[config.mk]
export PLATFORM = sky130hd
export DESIGN_NAME = mem_port_arbiter
export DESIGN_NICKNAME = d
export VERILOG_FILES = /design/src/rtl/mem_port_arbiter_pkg.sv /design/src/rtl/mem_port_arbiter_timeout.sv /design/src/rtl/mem_port_arbiter.sv
export SDC_FILE = /design/constraint.sdc
export NUM_CORES = 1
export LEC_CHECK = 0
export CORE_ASPECT_RATIO = 1.4
export CORE_MARGIN = 8
export CORE_UTILIZATION = 39
export CTS_CLUSTER_DIAMETER = 200
export CTS_CLUSTER_SIZE = 40
export DETAILED_ROUTE_END_ITERATION = 10
export GPL_ROUTABILITY_DRIVEN = 0
export PLACE_DENSITY = 0.78
export SLEW_MARGIN = 15
export SYNTH_ARGS = -nofsm -noshare
export SYNTH_HDL_FRONTEND = slang
export SYNTH_SLANG_ARGS = --single-unit
[constraint.sdc]
create_clock -name i_clk -period 6.1 [get_ports i_clk]
set_clock_uncertainty 0.15 [all_clocks]
set_input_delay 1.83 -clock i_clk [delete_from_list [all_inputs] [get_ports i_clk]]
set_output_delay 1.83 -clock i_clk [all_outputs]
set_load 0.02 [all_outputs]
[src/rtl/mem_port_arbiter_pkg.sv]
// Shared types for the fetch/data single-port memory arbiter.
package mem_port_arbiter_pkg;

    typedef enum logic [1:0] {
        IDLE = 2'd0,
        REQ  = 2'd1,
        WAIT = 2'd2,
        RESP = 2'd3
    } mem_arb_state_t;

    typedef enum logic {
        OWN_IF = 1'b0,
        OWN_D  = 1'b1
    } mem_owner_t;

endpackage

[src/rtl/mem_port_arbiter_timeout.sv]
// Cycle counter for the REQ/WAIT phases; expired flags the last allowed cycle.
module mem_timeout_counter #(
    parameter int TIMEOUT = 255
) (
    input  logic clk,
    input  logic rst,
    input  logic clear,
    input  logic enable,
    output logic expired
);
    localparam int CW = $clog2(TIMEOUT + 1);
    localparam logic [CW-1:0] LAST = CW'(TIMEOUT - 1);

    logic [CW-1:0] count;

    // Saturates at LAST so a long stay after abort cannot wrap back to "alive".
    always_ff @(posedge clk or posedge rst) begin
        if (rst)
            count <= '0;
        else if (clear)
            count <= '0;
        else if (enable && !expired)
            count <= count + 1'b1;
    end

    assign expired = (count >= LAST);

endmodule

[src/rtl/mem_port_arbiter.sv]
// Arbitrates instruction fetch and data accesses onto one memory port,
// one outstanding transaction, data has fixed priority, sticky timeout error.
module mem_port_arbiter
    import mem_port_arbiter_pkg::*;
#(
    parameter int WIDTH   = 32,
    parameter int TIMEOUT = 255
) (
    input  logic             i_clk,
    input  logic             i_reset,
    input  logic             i_if_req,
    input  logic [WIDTH-1:0] i_if_addr,
    output logic [WIDTH-1:0] o_if_rdata,
    output logic             o_if_valid,
    input  logic             i_d_req,
    input  logic             i_d_we,
    input  logic [WIDTH-1:0] i_d_addr,
    input  logic [WIDTH-1:0] i_d_wdata,
    input  logic [3:0]       i_d_byteen,
    output logic [WIDTH-1:0] o_d_rdata,
    output logic             o_d_valid,
    output logic             o_stall,
    output logic             o_error,
    output logic             o_mem_req,
    output logic             o_mem_we,
    output logic [WIDTH-1:0] o_mem_addr,
    output logic [WIDTH-1:0] o_mem_wdata,
    output logic [3:0]       o_mem_byteen,
    input  logic             i_mem_gnt,
    input  logic             i_mem_rvalid,
    input  logic [WIDTH-1:0] i_mem_rdata
);
    mem_arb_state_t   state, state_nxt;
    mem_owner_t       owner;
    logic             cmd_we;
    logic [WIDTH-1:0] cmd_addr, cmd_wdata;
    logic [3:0]       cmd_byteen;
    logic             take_d, take_if, cnt_clear, cnt_en, expired;
    logic             abort, finish;
    logic [WIDTH-1:0] finish_data;

    mem_timeout_counter #(.TIMEOUT(TIMEOUT)) u_timeout (
        .clk     (i_clk),
        .rst     (i_reset),
        .clear   (cnt_clear),
        .enable  (cnt_en),
        .expired (expired)
    );

    // A grant on the last allowed cycle cannot complete in time, so expiry wins in REQ;
    // a response on the last allowed cycle still completes normally in WAIT.
    always_comb begin
        state_nxt   = state;
        take_d      = 1'b0;
        take_if     = 1'b0;
        cnt_clear   = 1'b0;
        cnt_en      = 1'b0;
        abort       = 1'b0;
        finish      = 1'b0;
        finish_data = '0;
        case (state)
            IDLE: begin
                if (i_d_req) begin
                    take_d    = 1'b1;
                    cnt_clear = 1'b1;
                    state_nxt = REQ;
                end else if (i_if_req) begin
                    take_if   = 1'b1;
                    cnt_clear = 1'b1;
                    state_nxt = REQ;
                end
            end
            REQ: begin
                cnt_en = 1'b1;
                if (expired) begin
                    abort     = 1'b1;
                    finish    = 1'b1;
                    state_nxt = RESP;
                end else if (i_mem_gnt) begin
                    state_nxt = WAIT;
                end
            end
            WAIT: begin
                cnt_en = 1'b1;
                if (i_mem_rvalid) begin
                    finish      = 1'b1;
                    finish_data = cmd_we ? '0 : i_mem_rdata;
                    state_nxt   = RESP;
                end else if (expired) begin
                    abort     = 1'b1;
                    finish    = 1'b1;
                    state_nxt = RESP;
                end
            end
            RESP:    state_nxt = IDLE;
            default: state_nxt = IDLE;
        endcase
    end

    always_ff @(posedge i_clk or posedge i_reset) begin
        if (i_reset) begin
            state      <= IDLE;
            owner      <= OWN_IF;
            cmd_we     <= 1'b0;
            cmd_addr   <= '0;
            cmd_wdata  <= '0;
            cmd_byteen <= '0;
            o_if_valid <= 1'b0;
            o_d_valid  <= 1'b0;
            o_if_rdata <= '0;
            o_d_rdata  <= '0;
            o_error    <= 1'b0;
        end else begin
            state      <= state_nxt;
            o_if_valid <= 1'b0;
            o_d_valid  <= 1'b0;
            if (take_d) begin
                owner      <= OWN_D;
                cmd_we     <= i_d_we;
                cmd_addr   <= i_d_addr;
                cmd_wdata  <= i_d_wdata;
                cmd_byteen <= i_d_byteen;
            end else if (take_if) begin
                owner      <= OWN_IF;
                cmd_we     <= 1'b0;
                cmd_addr   <= i_if_addr;
                cmd_wdata  <= '0;
                cmd_byteen <= '0;
            end
            if (abort)
                o_error <= 1'b1;
            if (finish) begin
                if (owner == OWN_D) begin
                    o_d_valid <= 1'b1;
                    o_d_rdata <= finish_data;
                end else begin
                    o_if_valid <= 1'b1;
                    o_if_rdata <= finish_data;
                end
            end
        end
    end

    assign o_mem_req    = (state == REQ);
    assign o_mem_we     = o_mem_req & cmd_we;
    assign o_mem_addr   = o_mem_req ? cmd_addr   : '0;
    assign o_mem_wdata  = o_mem_req ? cmd_wdata  : '0;
    assign o_mem_byteen = o_mem_req ? cmd_byteen : '0;

    assign o_stall = (i_if_req && !o_if_valid) || (i_d_req && !o_d_valid);

endmodule

**Word-level counts from Yosys, hierarchy flattened**

Index checks and enable logic that the tools add are counted.

- Bits in registers: 147
- Bits of input ports: 139
- Output and inout port bits: 138
- Word-level logic and storage cells: 77

- Add/subtract/negate cells: 1
- Magnitude comparators: 1
- Equality and inequality tests: 6
- Muxes and demuxes: 41
- Bitwise operators: 2
- Reductions and logical operators: 14

Operator list:

| kind | number |
|---|---|
| two-way mux 32 bit | 9 |
| two-way mux 1 bit | 18 |
| two-way mux 8 bit | 2 |
| two-way mux 2 bit | 6 |
| two-way mux 4 bit | 3 |
| adder 8 x 1 -> 8 bit (second input constant) | 1 |
| greater-or-equal comparator 8 bit (second input constant) | 1 |
| one-hot mux 2 bit (4 select lines) | 1 |
| equality test 2 bit (second input constant) | 2 |
| one-hot mux 1 bit (2 select lines) | 2 |
| AND reduction 2 bit | 2 |
| nonzero test 2 bit | 2 |
| logical AND 1 bit | 3 |
| logical NOT 1 bit | 3 |
| inequality test 3 x 1 -> 1 bit (second input constant) | 1 |
| inequality test 3 x 2 -> 1 bit (second input constant) | 1 |
| inequality test 3 bit (second input constant) | 1 |
| AND reduction 3 bit | 1 |
| equality test 2 x 1 -> 1 bit (second input constant) | 1 |
| logical NOT 2 bit | 1 |
| OR reduction 2 bit | 1 |
| AND 1 bit | 1 |
| logical OR 1 bit | 1 |
| inverter 1 bit | 1 |

**Depth between registers and ports, before layout**

- Depth after elaboration: 6
- Depth in mapped cells: 8

**Cells and area by module**

From an unflattened synthesis, not the netlist that was laid out.

- Cells, all modules: 574
- Area total of the unflattened synthesis: 6501.2 um^2

Modules (own cells, without submodules):

| module | instances | cells an instance | area each (um^2) |
|---|---|---|---|
| mem_port_arbiter | 1 | 526 | 6035.8 |
| mem_timeout_counter | 1 | 48 | 465.4 |

**Worst setup path after synthesis**

OpenSTA, ideal clock, no wires.

- Kind: input to output
- From: input port i_d_req
- To: output port o_stall
- Arrival time: 2707 ps
- Required time: 4120 ps
- Path slack: 1413 ps
- Stages: 4
- Path buffers: 2
- Cell sequence: clkbuf_1 inv_1 clkbuf_1 o22ai_1

- Word-level cells in the longest chain between the ends: 2

RTL lines:

| element | line | RTL |
|---|---|---|
| start: declaration | mem_port_arbiter.sv:15 | `input logic i_d_req,` |
| logical AND 1 bit | mem_port_arbiter.sv:150 | `assign o_stall = (i_if_req && !o_if_valid) \|\| (i_d_req && !o_d_valid);` |
| logical OR 1 bit | mem_port_arbiter.sv:150 |  |
| end: declaration | mem_port_arbiter.sv:22 | `output logic o_stall,` |

Every way passes these cells.

**Final worst setup path**

- From: input port i_if_req
- To: output port o_stall

- Word-level cells in the longest chain between the ends: 2

RTL lines:

| element | line | RTL |
|---|---|---|
| start: declaration | mem_port_arbiter.sv:11 | `input logic i_if_req,` |
| logical AND 1 bit | mem_port_arbiter.sv:150 |  |
| logical OR 1 bit | mem_port_arbiter.sv:150 |  |

Every way passes these cells.

==> results.md <==
- Most frequent cells in the layout: clkdlybuf4s50_1 (276), dfrtp_1 (146), a22o_1 (83), and2_1 (69), nand2_1 (39)
- Setup CP Type: in2out
- Clock Tree Root: clkbuf_16
- NetSw: 1.94 mW
- 1st-iter DRT viols: 397
- Fmax: 191 MHz
- Vias in the first global route: 6090
- Register area: 0.00368 sq mm
- Hpwl dp: 15900 um
- Final Critical Period: 5.23 ns
- CP cell instances: clkdlybuf4s50_1 -> inv_1 -> o22ai_1 -> clkdlybuf4s50_1
- Synth unique cells: 42
- Antenna Cells: 0
- Post-synthesis register bit count: 147
- Net Count, Synth: 702
- Post-CTS setup buffer count: 0
- Via count: 5734
- I/O Pins: 277
- Placed inst area: 0.00934 sq mm
- Logic gate share of total power: 46.0%
- CP bufs+invs: 3
- Post-CTS Hold Fix Bufs: 0
- Sw Share: 36.6%
- Tot GR Track Use: 20.7%
- Initial antenna violation count: 0
- Worst min path class: reg2reg
- Finished Cell Area: 0.00999 sq mm
- WHS: 0.327 ns
- Drt drc: 0
- Max incr delay on CP: 0.69 ns
- Share of cells above drive strength 1: 5.96%
- Sequential power share: 32.4%
- Multi-input logic area: 0.00253 sq mm
- Chip Width: 125 um
- CP Capture Type: output port
- Synth Cell Area: 0.00646 sq mm
- CTS sink count: 147
- Final net count: 953
- RSZ-0062 raised after global routing: no
- CTS tree: yes
- Clock buffer depth: 2
- Final core occ: 61.8%
- Die area: 0.0210 sq mm
- Pint: 3.35 mW
- DR vias/cell: 5.62
- Gate Count Post-Synth: 558
- Type of origin of the critical path: input pin
- Die Span Y: 168 um
- DRT Wirelength: 22000 um
- Crit Path Max Fanout: 3
- # rows: 55
- Number of max-cap violations: 0
- Final Hold Vio Count: 0
- Largest net degree at the start of global routing: 75
- Post-cts resize count: 0
- VDD IR max: 0.000331 V
- Most common cell after layout, fill and taps aside: clkdlybuf4s50_1
- Fillers: 1293
- # H-tree levels: 4
- Post-synth EDFFs: 0
- Max-slew headroom: 27.5%
- Power Density: 529 mW/mm^2
- Delay-heaviest family, CP: buffers and inverters
- Pre-CTS setup slack: 0.870 ns
- First-pass DRT Iterations: 4
- Post-route ant nets: 0
- First-pass GRT wire length: 35000 um
- Critical path required time: 4.12 ns
- Register area share after synthesis: 57.0%
- WL/cell: 21.5 um
- Remaining Overflow, GRT: 0
- Core ar.: 0.0162 sq mm
- Area grow syn2layout: 54.7%
- Clk slew on worst S/H paths: 0.06 ns
- Slew @ Worst Pin: 1.09 ns
- Critical Path AT: 3.25 ns
- Starting Density: 39.9%
- Port Buffers: 276
- Setup WS post-layout: 0.870 ns
- Outcome: finished clean
- Mean Syn Cell Area: 11.6 sq um
- Tcrit/Tclk final: 85.7%
- Setup TNS: 0 ns
- Synthesis warning total: 0
- # setup viols final: 0
- Cell repeated most along the worst path: clkdlybuf4s50_1
- Total CTS buffers: 17
- Later-pin clock latency in the skew report: 0.41 ns
- Clock power frac: 21.6%
- Worst path slowest cell: clkdlybuf4s50_1
- P_leak: 4.16 nW
- Pins Over Slew Limit: 0
- Synth async-reset ratio: 100%
- Top_reg_cell synth: dfrtp_1
[metrics by stage]
stage          instances  power, mW
2_1_floorplan        558       3.05
3_3_place_gp         989       4.07
3_5_place_dp         989       4.16
4_1_cts             1021       5.34
5_1_grt             1021       5.60
6_report            1021       5.29
[cell usage after synthesis, types with 2 or more instances]
| master | instances | share of area, % |
|---|---|---|
| o2bb2ai_1 | 32 | 4.3 |
| buf_1 | 4 | 0.23 |
| nand3_1 | 3 | 0.23 |
| o21a_1 | 2 | 0.23 |
| nor3_1 | 3 | 0.23 |
| a21oi_1 | 15 | 1.2 |
| nand2_1 | 39 | 2.3 |
| o21ai_0 | 13 | 1.0 |
| and2_1 | 70 | 6.8 |
| buf_6 | 3 | 0.52 |
| a211oi_1 | 2 | 0.23 |
| nor2_1 | 7 | 0.41 |
| buf_2 | 6 | 0.47 |
| o22ai_1 | 10 | 0.97 |
| nand4_1 | 2 | 0.19 |
| dfrtp_1 | 147 | 57 |
| a32o_1 | 32 | 5.0 |
| inv_1 | 9 | 0.52 |
| nand3b_1 | 9 | 1.0 |
| clkbuf_1 | 41 | 2.4 |
| ha_1 | 5 | 0.97 |
| xnor2_1 | 2 | 0.27 |
| a22o_1 | 83 | 11 |
[layer usage]
metal | up-vias | part of all wire (%) | track usage (%)
li1 | 2594 | - | -
met1 | 2843 | 40 | 23.9
met2 | 270 | 49 | 34.8
met3 | 27 | 8.8 | 8.27
met4 | 0 | 1.6 | 6.10
met5 | - | 0 | 0
[layout make-up]
cell class	count	area share, %
Clock buffer	20	4.47
Timing Repair Buffer	286	28.4
Tap cell	199	2.49
Sequential cell	147	36.8
Clock inverter	12	2.02
Inverter	9	0.388
Multi-Input combinational cell	348	25.4
[path summary, 6_finish.rpt]
kind / start / to / cells past startpoint / slack [ns]
worst max-delay path: i_if_req / o_stall / 4 / 0.87
worst max register to register: state[1] / o_if_rdata[6] / 6 / 3.13
min in group asynchronous: i_reset / o_d_rdata[17] / 2 / 1.72
max in group asynchronous: i_reset / owner / 3 / 3.05
worst min-delay path: o_error / o_error / 1 / 0.33
worst min register to register: o_error / o_error / 1 / 0.33
[kinds of logic (layout without fill, tap and decap cells)]
family | after synthesis | count (layout) | share of synthesized area (%)
multiplexers | 1 | 1 | 0.174
AND/OR/NAND/NOR | 141 | 141 | 12.1
AO/OA/AOI/OAI | 199 | 199 | 25.4
buffers and inverters | 63 | 327 | 4.13
adder cells (fa/ha/maj) | 5 | 5 | 0.969
flip-flops | 147 | 147 | 57.0
XOR/XNOR | 2 | 2 | 0.271
[flip-flops by register name (all words and copies together), names as in the netlist]
signal	flops
cmd_addr	32
cmd_wdata	32
o_d_rdata	32
o_if_rdata	32
u_timeout.count	8
cmd_byteen	4
state	2
cmd_we	1
o_d_valid	1
o_error	1
o_if_valid	1
owner	1
[power groups by stage]
stage / clock [mW] / combinational (mW) / sequential (mW)
2_1_floorplan: 0 / 1.15 / 1.90
3_3_place_gp: 0 / 2.39 / 1.69
3_5_place_dp: 0 / 2.44 / 1.72
4_1_cts: 1.17 / 2.46 / 1.71
5_1_grt: 1.21 / 2.61 / 1.77
6_report: 1.14 / 2.43 / 1.71
Power figures use the tool's default switching activity.
